$ cat config.mk
export PLATFORM = sky130hd
export DESIGN_NAME = fetch_prefetch_queue
export DESIGN_NICKNAME = d
export VERILOG_FILES = /design/src/rtl/fetch_prefetch_queue.sv
export SDC_FILE = /design/constraint.sdc
export NUM_CORES = 1
export LEC_CHECK = 0
export ABC_CLOCK_PERIOD_IN_PS = 6250
export CAP_MARGIN = 0
export CORE_MARGIN = 2
export CORE_UTILIZATION = 34
export DETAILED_ROUTE_END_ITERATION = 8
export PLACE_DENSITY = 0.53
export RECOVER_POWER = 50
export SYNTH_ARGS = -nofsm -noshare
export SYNTH_HDL_FRONTEND = slang
export SYNTH_SLANG_ARGS = --single-unit
$ cat constraint.sdc
create_clock -name clk -period 6.25 [get_ports clk]
set_input_delay 0.625 -clock clk [delete_from_list [all_inputs] [get_ports clk]]
set_output_delay 0.625 -clock clk [all_outputs]
set_load 0.05 [all_outputs]
$ cat src/rtl/fetch_prefetch_queue.sv
// Instruction-fetch front end: sequential PC generation, credit-limited word requests
// to a variable-latency memory and a DEPTH-entry in-order prefetch queue with redirect squash.
module fetch_prefetch_queue #(
  parameter int DEPTH = 4
) (
  input  logic        clk,
  input  logic        rst,
  input  logic        freeze,
  input  logic        Branch_taken,
  input  logic [31:0] BranchAddr,
  output logic        imem_req,
  output logic [31:0] imem_addr,
  input  logic        imem_ready,
  input  logic        imem_rvalid,
  input  logic [31:0] imem_rdata,
  output logic        valid,
  output logic [31:0] PC,
  output logic [31:0] Instruction
);

  localparam int AW = $clog2(DEPTH);
  localparam int CW = $clog2(DEPTH + 1);
  localparam int SW = CW + 1;

  logic [31:0]   fetch_pc_reg, fetch_pc_next;
  logic [CW-1:0] occ_reg, occ_next;
  logic [CW-1:0] out_reg, out_next;
  logic [CW-1:0] drop_reg, drop_next;
  logic [AW-1:0] rd_ptr_reg, rd_ptr_next;
  logic [AW-1:0] wr_ptr_reg, wr_ptr_next;
  logic [AW-1:0] tag_rd_reg, tag_rd_next;
  logic [AW-1:0] tag_wr_reg, tag_wr_next;

  logic [31:0] addr_q  [DEPTH];
  logic [31:0] instr_q [DEPTH];
  logic [31:0] tag_q   [DEPTH];

  logic [SW-1:0] credit_used;
  logic          accept;
  logic          rsp_keep;
  logic          pop;

  // Queue slots plus in-flight requests share one credit pool, so a returning
  // response always has a free slot waiting for it.
  assign credit_used = SW'(occ_reg) + SW'(out_reg);
  assign imem_req    = !rst && !Branch_taken && (credit_used < SW'(DEPTH));
  assign imem_addr   = fetch_pc_reg;
  assign accept      = imem_req && imem_ready;
  assign rsp_keep    = imem_rvalid && !Branch_taken && (drop_reg == '0);

  assign valid       = !rst && (occ_reg != '0);
  assign pop         = valid && !freeze && !Branch_taken;
  assign PC          = addr_q[rd_ptr_reg] + 32'd4;
  assign Instruction = valid ? instr_q[rd_ptr_reg] : 32'h0;

  always_comb begin
    fetch_pc_next = fetch_pc_reg;
    occ_next      = occ_reg;
    out_next      = out_reg + CW'(accept) - CW'(imem_rvalid);
    drop_next     = drop_reg;
    rd_ptr_next   = rd_ptr_reg;
    wr_ptr_next   = wr_ptr_reg;
    tag_wr_next   = tag_wr_reg;
    tag_rd_next   = tag_rd_reg;

    if (accept) begin
      fetch_pc_next = fetch_pc_reg + 32'd4;
      tag_wr_next   = tag_wr_reg + AW'(1);
    end
    if (imem_rvalid) begin
      tag_rd_next = tag_rd_reg + AW'(1);
    end

    if (Branch_taken) begin
      // Everything still in flight after this cycle belongs to the old path.
      fetch_pc_next = BranchAddr & ~32'h3;
      drop_next     = out_reg - CW'(imem_rvalid);
      occ_next      = '0;
      rd_ptr_next   = wr_ptr_reg;
    end else begin
      if (imem_rvalid && (drop_reg != '0)) begin
        drop_next = drop_reg - CW'(1);
      end
      if (rsp_keep) begin
        wr_ptr_next = wr_ptr_reg + AW'(1);
      end
      if (pop) begin
        rd_ptr_next = rd_ptr_reg + AW'(1);
      end
      occ_next = occ_reg + CW'(rsp_keep) - CW'(pop);
    end
  end

  always_ff @(posedge clk) begin
    if (rst) begin
      fetch_pc_reg <= '0;
      occ_reg      <= '0;
      out_reg      <= '0;
      drop_reg     <= '0;
      rd_ptr_reg   <= '0;
      wr_ptr_reg   <= '0;
      tag_rd_reg   <= '0;
      tag_wr_reg   <= '0;
    end else begin
      fetch_pc_reg <= fetch_pc_next;
      occ_reg      <= occ_next;
      out_reg      <= out_next;
      drop_reg     <= drop_next;
      rd_ptr_reg   <= rd_ptr_next;
      wr_ptr_reg   <= wr_ptr_next;
      tag_rd_reg   <= tag_rd_next;
      tag_wr_reg   <= tag_wr_next;
    end
  end

  // Request-address tags, consumed in order as responses return.
  always_ff @(posedge clk) begin
    if (accept) begin
      tag_q[tag_wr_reg] <= fetch_pc_reg;
    end
  end

  for (genvar gi = 0; gi < DEPTH; gi++) begin : g_entry
    always_ff @(posedge clk) begin
      if (rst) begin
        addr_q[gi]  <= '0;
        instr_q[gi] <= '0;
      end else if (rsp_keep && (wr_ptr_reg == AW'(gi))) begin
        addr_q[gi]  <= tag_q[tag_rd_reg];
        instr_q[gi] <= imem_rdata;
      end
    end
  end

endmodule
Yosys cells after proc, flatten, opt, wreduce, memory -nomap -nowiden --
Memories as Yosys holds them, arrays and structs flattened. A register that Yosys moved wholly into a read port is not among the register bits. Index checks and enable logic that the tools add are counted.
Storage, ports and cells: bits in registers 49, RAM bits 384, bits of input ports 70, memories kept 3
Operators by class: reduce and logical (&&, ||, !) cells 25, multiplexer cells 37, $lt $le $gt $ge 1, bitwise logic cells 9, equality and inequality tests 3, $add $sub $neg 13
Memories:
- addr_q | depth 4, width 32, rd ports 1, clocked after Yosys merged registers in 1, wr ports 4, RTL line 34 | logic [31:0] addr_q [DEPTH];
- instr_q | depth 4, width 32, rd ports 1, clocked after Yosys merged registers in 1, wr ports 4, RTL line 35 | logic [31:0] instr_q [DEPTH];
- tag_q | depth 4, width 32, rd ports 1, clocked after Yosys merged registers in 1, wr ports 1, RTL line 36 | logic [31:0] tag_q [DEPTH];
Operator list (count):
- $mux W32 | 11
- $add A32 B3 Y32 const B | 2
- $mux W1 | 16
- $mux W2 | 8
- $logic_and A1 B1 Y1 | 13
- $sub A3 B1 Y3 | 3
- $add A2 B1 Y2 const B | 4
- $or A1 B1 Y1 | 8
- $add A3 B1 Y3 | 2
- $mux W3 | 2
- $reduce_bool A2 Y1 | 3
- $reduce_bool A3 Y1 | 2
- $add A3 B3 Y4 | 1
- $eq A2 B2 Y1 const B | 2
- $lt A4 B3 Y1 const B | 1
- $logic_not A1 Y1 | 3
- $logic_not A3 Y1 | 1
- $sub A3 B1 Y3 const B | 1
- $eq A2 B1 Y1 const B | 1
- $logic_not A2 Y1 | 1
- $reduce_and A2 Y1 | 1
- $reduce_or A2 Y1 | 1
- $not A1 Y1 | 1

Depth between registers and ports, before layout --
word-level depth 8, depth in mapped cells 14, depth with buffers taken out 11

Worst setup path before layout --
Ideal clock, no wire load.
path kind register -> output, start register (tool-made name), end output PC[20], path slack 3.056 ns, data arrival time 2.569 ns, cell stages (with the launch flop) 9, path buffers 2, path through dfxtp_1 -> buf_6 -> buf_12 -> mux4_2 -> ha_1 -> nand2_1 -> nor3_4 -> and4bb_1 -> xor2_1
RTL lines:
- to (decl) | RTL line 17 | output logic [31:0] PC,

==> impl_metrics.yaml <==
critical_path:
  timing.rr.start: "wr_ptr_reg[1]$_SDFFE_PP0P_"
  endpoint_kind: "flip-flop"
  arrival_ns: 5.52
  r2r_setup_slack_ns: 0.89
  start_kind: "flip-flop"
  crit_slowest_cell: "clkbuf_1"
  path_cells: "inv_1, ha_1, clkbuf_1, nand2_1, nand2_2, clkbuf_2"
  crit_required_ns: 6.41
  max_stage_delay_ns: 2.38
  reg2reg_to: "instr_q[1][6]$_SDFFCE_PN0P_"
  crit_fanout: 63
  critPathKind: "reg -> reg"
  rr_worst_depth: 6
detailed_routing:
  postRouteAntennaNets: 0
  num_vias: 11121
  viasPerCell: 5.120
  drc: 0
  drtIter0Drc: 840
  drtPass1Iterations: 4
  wirelength_um: 45710
  wl_per_cell_um: 21.05
layout:
  nets: 1479
  largest_reg_flops: 128
  syn_to_final_growth_pct: 19.83
  nFillCells: 5095
  antenna_cells: 0
  drive_gt1_share_pct: 13.20
  reg.largest.list: "instr_q x128, addr_q x120, tag_q x120"
  largest_register: "instr_q"
  design_area_sq_um: 22590
clocking:
  ctsHoldBuffers: 0
  cts_tree: "built"
  cts.reportedPaths.clkPinSlew_ns: 0.06
  clk_path_buf_depth: 3
  cts.repair.resized: 0
  cts_sinks: 419
  root_buffer: "clkbuf_16"
  cts_buffers: 48
  clock_latency_ns: 0.59
  htreeDepth: 2
  cts_setup_buffers: 0
synthesis:
  yosysWarnings: 0
  netlist_area_sq_um: 18850
  syn_inst: 1254
  async_flop_share_pct: 0
  ys.flop_type: "edfxtp_1"
  ys_types: 64
  avgSynthCellArea_sq_um: 15.03
  yosysTopAreaCell: "edfxtp_1"
  yosysMostFrequentCell: "edfxtp_1"
  yosysSeqAreaShare_pct: 64.04
  ys_seq_elements: 419
  synth.area.top_cells: "edfxtp_1 59%, mux4_2 9.3%, and3_1 8.7%"
  synth-edff-count: 368
  synth_top_area_share_pct: 58.62
  synthTopCellsByCount: "368 x edfxtp_1, 261 x and3_1, 78 x mux4_2"
placement:
  place_area_sq_um: 21130
  gp_congestion: 0.7599
  dpl.hpwl_um: 26110
  port-buffer-count: 161
timing:
  fin_setup_tns_ns: 0
  setup_viol: 0
  fmax_mhz: 186.4
  rsz0062_at_grt: "false"
  hold_violations: 0
  skew_ns: 0.01350
  min_period_over_period_pct: 85.83
  fin_crit_ns: 5.364
  relSlewSlack_pct: -125.9
  report.final.slew_viol_count: 442
  tightestPinTransition_ns: 3.389
global_route:
  grt_pass1_vias: 11494
  grt_use_total_pct: 16.18
  antenna_found_initial: 0
  grt_pass1_wl_um: 70300
  grt_overflow: 0
  grt_max_degree: 88
hold_path:
  worstHoldStart: "tag_wr_reg[1]$_SDFFE_PP0P_"
  min_to: "tag_wr_reg[1]$_SDFFE_PP0P_"
  min_path_type: "reg -> reg"
  whs_path_depth: 2
die:
  core_sq_um: 54990
  die_h_um: 239.5
  die_w_um: 239.5
  row_count: 86
  start_util_pct: 34.28
  io_pins: 168
  dieArea_sq_um: 57340
status:
  violations: "max-capacitance violations, max-slew violations"
  outcome: "complete, but fails checks"
job:
  maxCapViolations: 8
power:
  p_per_area_nw_per_um2: 301.7
  peakVddDrop_mv: 0.1774
  p_leak_nw: 8.578
-- where the power goes --
part	total [W]	internal [W]	switching (W)	leakage [nW]
clock	0.00270	0.00154	0.00115	0.737
combinational	0.000842	0.000312	0.000529	3.74
sequential	0.00328	0.00318	0.0000940	4.10
-- worst max-delay path: cells and delay by family (launching register included) --
| family | cells | cell delay (ns) |
|---|---|---|
| adder cells (fa/ha/maj) | 1 | 0.16 |
| AND/OR/NAND/NOR | 2 | 0.37 |
| flip-flops | 1 | 0.35 |
| buffers and inverters | 3 | 4.02 |
-- routing by layer --
metal / up-vias / track usage (%) / routed length, um
li1: 5164 / - / -
met1: 5647 / 22.01 / 20770
met2: 256 / 27.26 / 22280
met3: 54 / 2.674 / 1927
met4: 0 / 3.485 / 744
met5: - / 0 / 0
-- cells by family after synthesis --
| kind of cell | share of synthesized area, % |
|---|---|
| flops | 64.04 |
| simple gates | 15.09 |
| mux | 11.58 |
| buf+inv | 3.007 |
| other cells | 0.01989 |
| xor+xnor | 2.137 |
| compound gates | 2.589 |
| fa+ha+maj | 1.540 |
-- stage by stage --
step	hold slack (ns)	total power [W]	utilization (%)	instances	setup WS, ns
3_3_place_gp	0.4823	0.004191	38.43	2085	1.824
2_1_floorplan	0.4692	0.003878	-	1257	3.056
4_1_cts	0.5027	0.006911	41.18	2172	1.147
5_1_grt	0.5415	0.007085	41.08	2172	0.5146
3_5_place_dp	0.4940	0.004202	38.43	2085	1.779
6_report	0.5049	0.006815	41.08	2172	0.8857
-- cell type report --
class                           instances  area (sq um)  share of cell area (%)
Clock inverter                         25         195.2                  0.8641
Sequential cell                       419         12080                   53.47
Inverter                               21         78.83                  0.3490
Timing Repair Buffer                  181          1743                   7.716
Tap cell                              748         935.9                   4.143
Clock buffer                           62          1318                   5.832
Multi-Input combinational cell        716          6240                   27.62
-- worst max-delay path by stage --
stage	to	startpoint	slack (ns)	depth (start not counted)
floorplan	PC[20]	flip-flop	3.06	8
global placement	PC[31]	flip-flop	1.82	6
detailed placement	PC[31]	flip-flop	1.78	6
CTS	PC[31]	flip-flop	1.15	6
global route	addr_q[1][7]$_SDFFCE_PN0P_	wr_ptr_reg[1]$_SDFFE_PP0P_	0.51	6
finish	instr_q[1][6]$_SDFFCE_PN0P_	wr_ptr_reg[1]$_SDFFE_PP0P_	0.89	6
-- layout by cell type (no fill, tap or decap), types with 5 or more instances in the layout --
| cell type | count |
|---|---|
| o211ai_1 | 7 |
| and2_1 | 5 |
| nor2_1 | 37 |
| clkbuf_16 | 51 |
| inv_1 | 20 |
| edfxtp_1 | 368 |
| dlygate4sd3_1 | 32 |
| clkinv_2 | 7 |
| clkinv_1 | 9 |
| clkdlybuf4s50_1 | 128 |
| mux4_2 | 78 |
| clkbuf_1 | 16 |
| nor2b_1 | 34 |
| o21ai_0 | 10 |
| nand3_1 | 18 |
| xor2_1 | 15 |
| and4_1 | 7 |
| a31oi_1 | 14 |
| buf_4 | 11 |
| ha_1 | 19 |
| a211oi_1 | 7 |
| nand4_1 | 18 |
| nor3_1 | 7 |
| dfxtp_1 | 47 |
| a21oi_1 | 20 |
| and3_1 | 261 |
| mux4_1 | 13 |
| nand2_1 | 43 |
| xnor2_1 | 31 |
No activity file was read; power rests on OpenSTA's default activity.
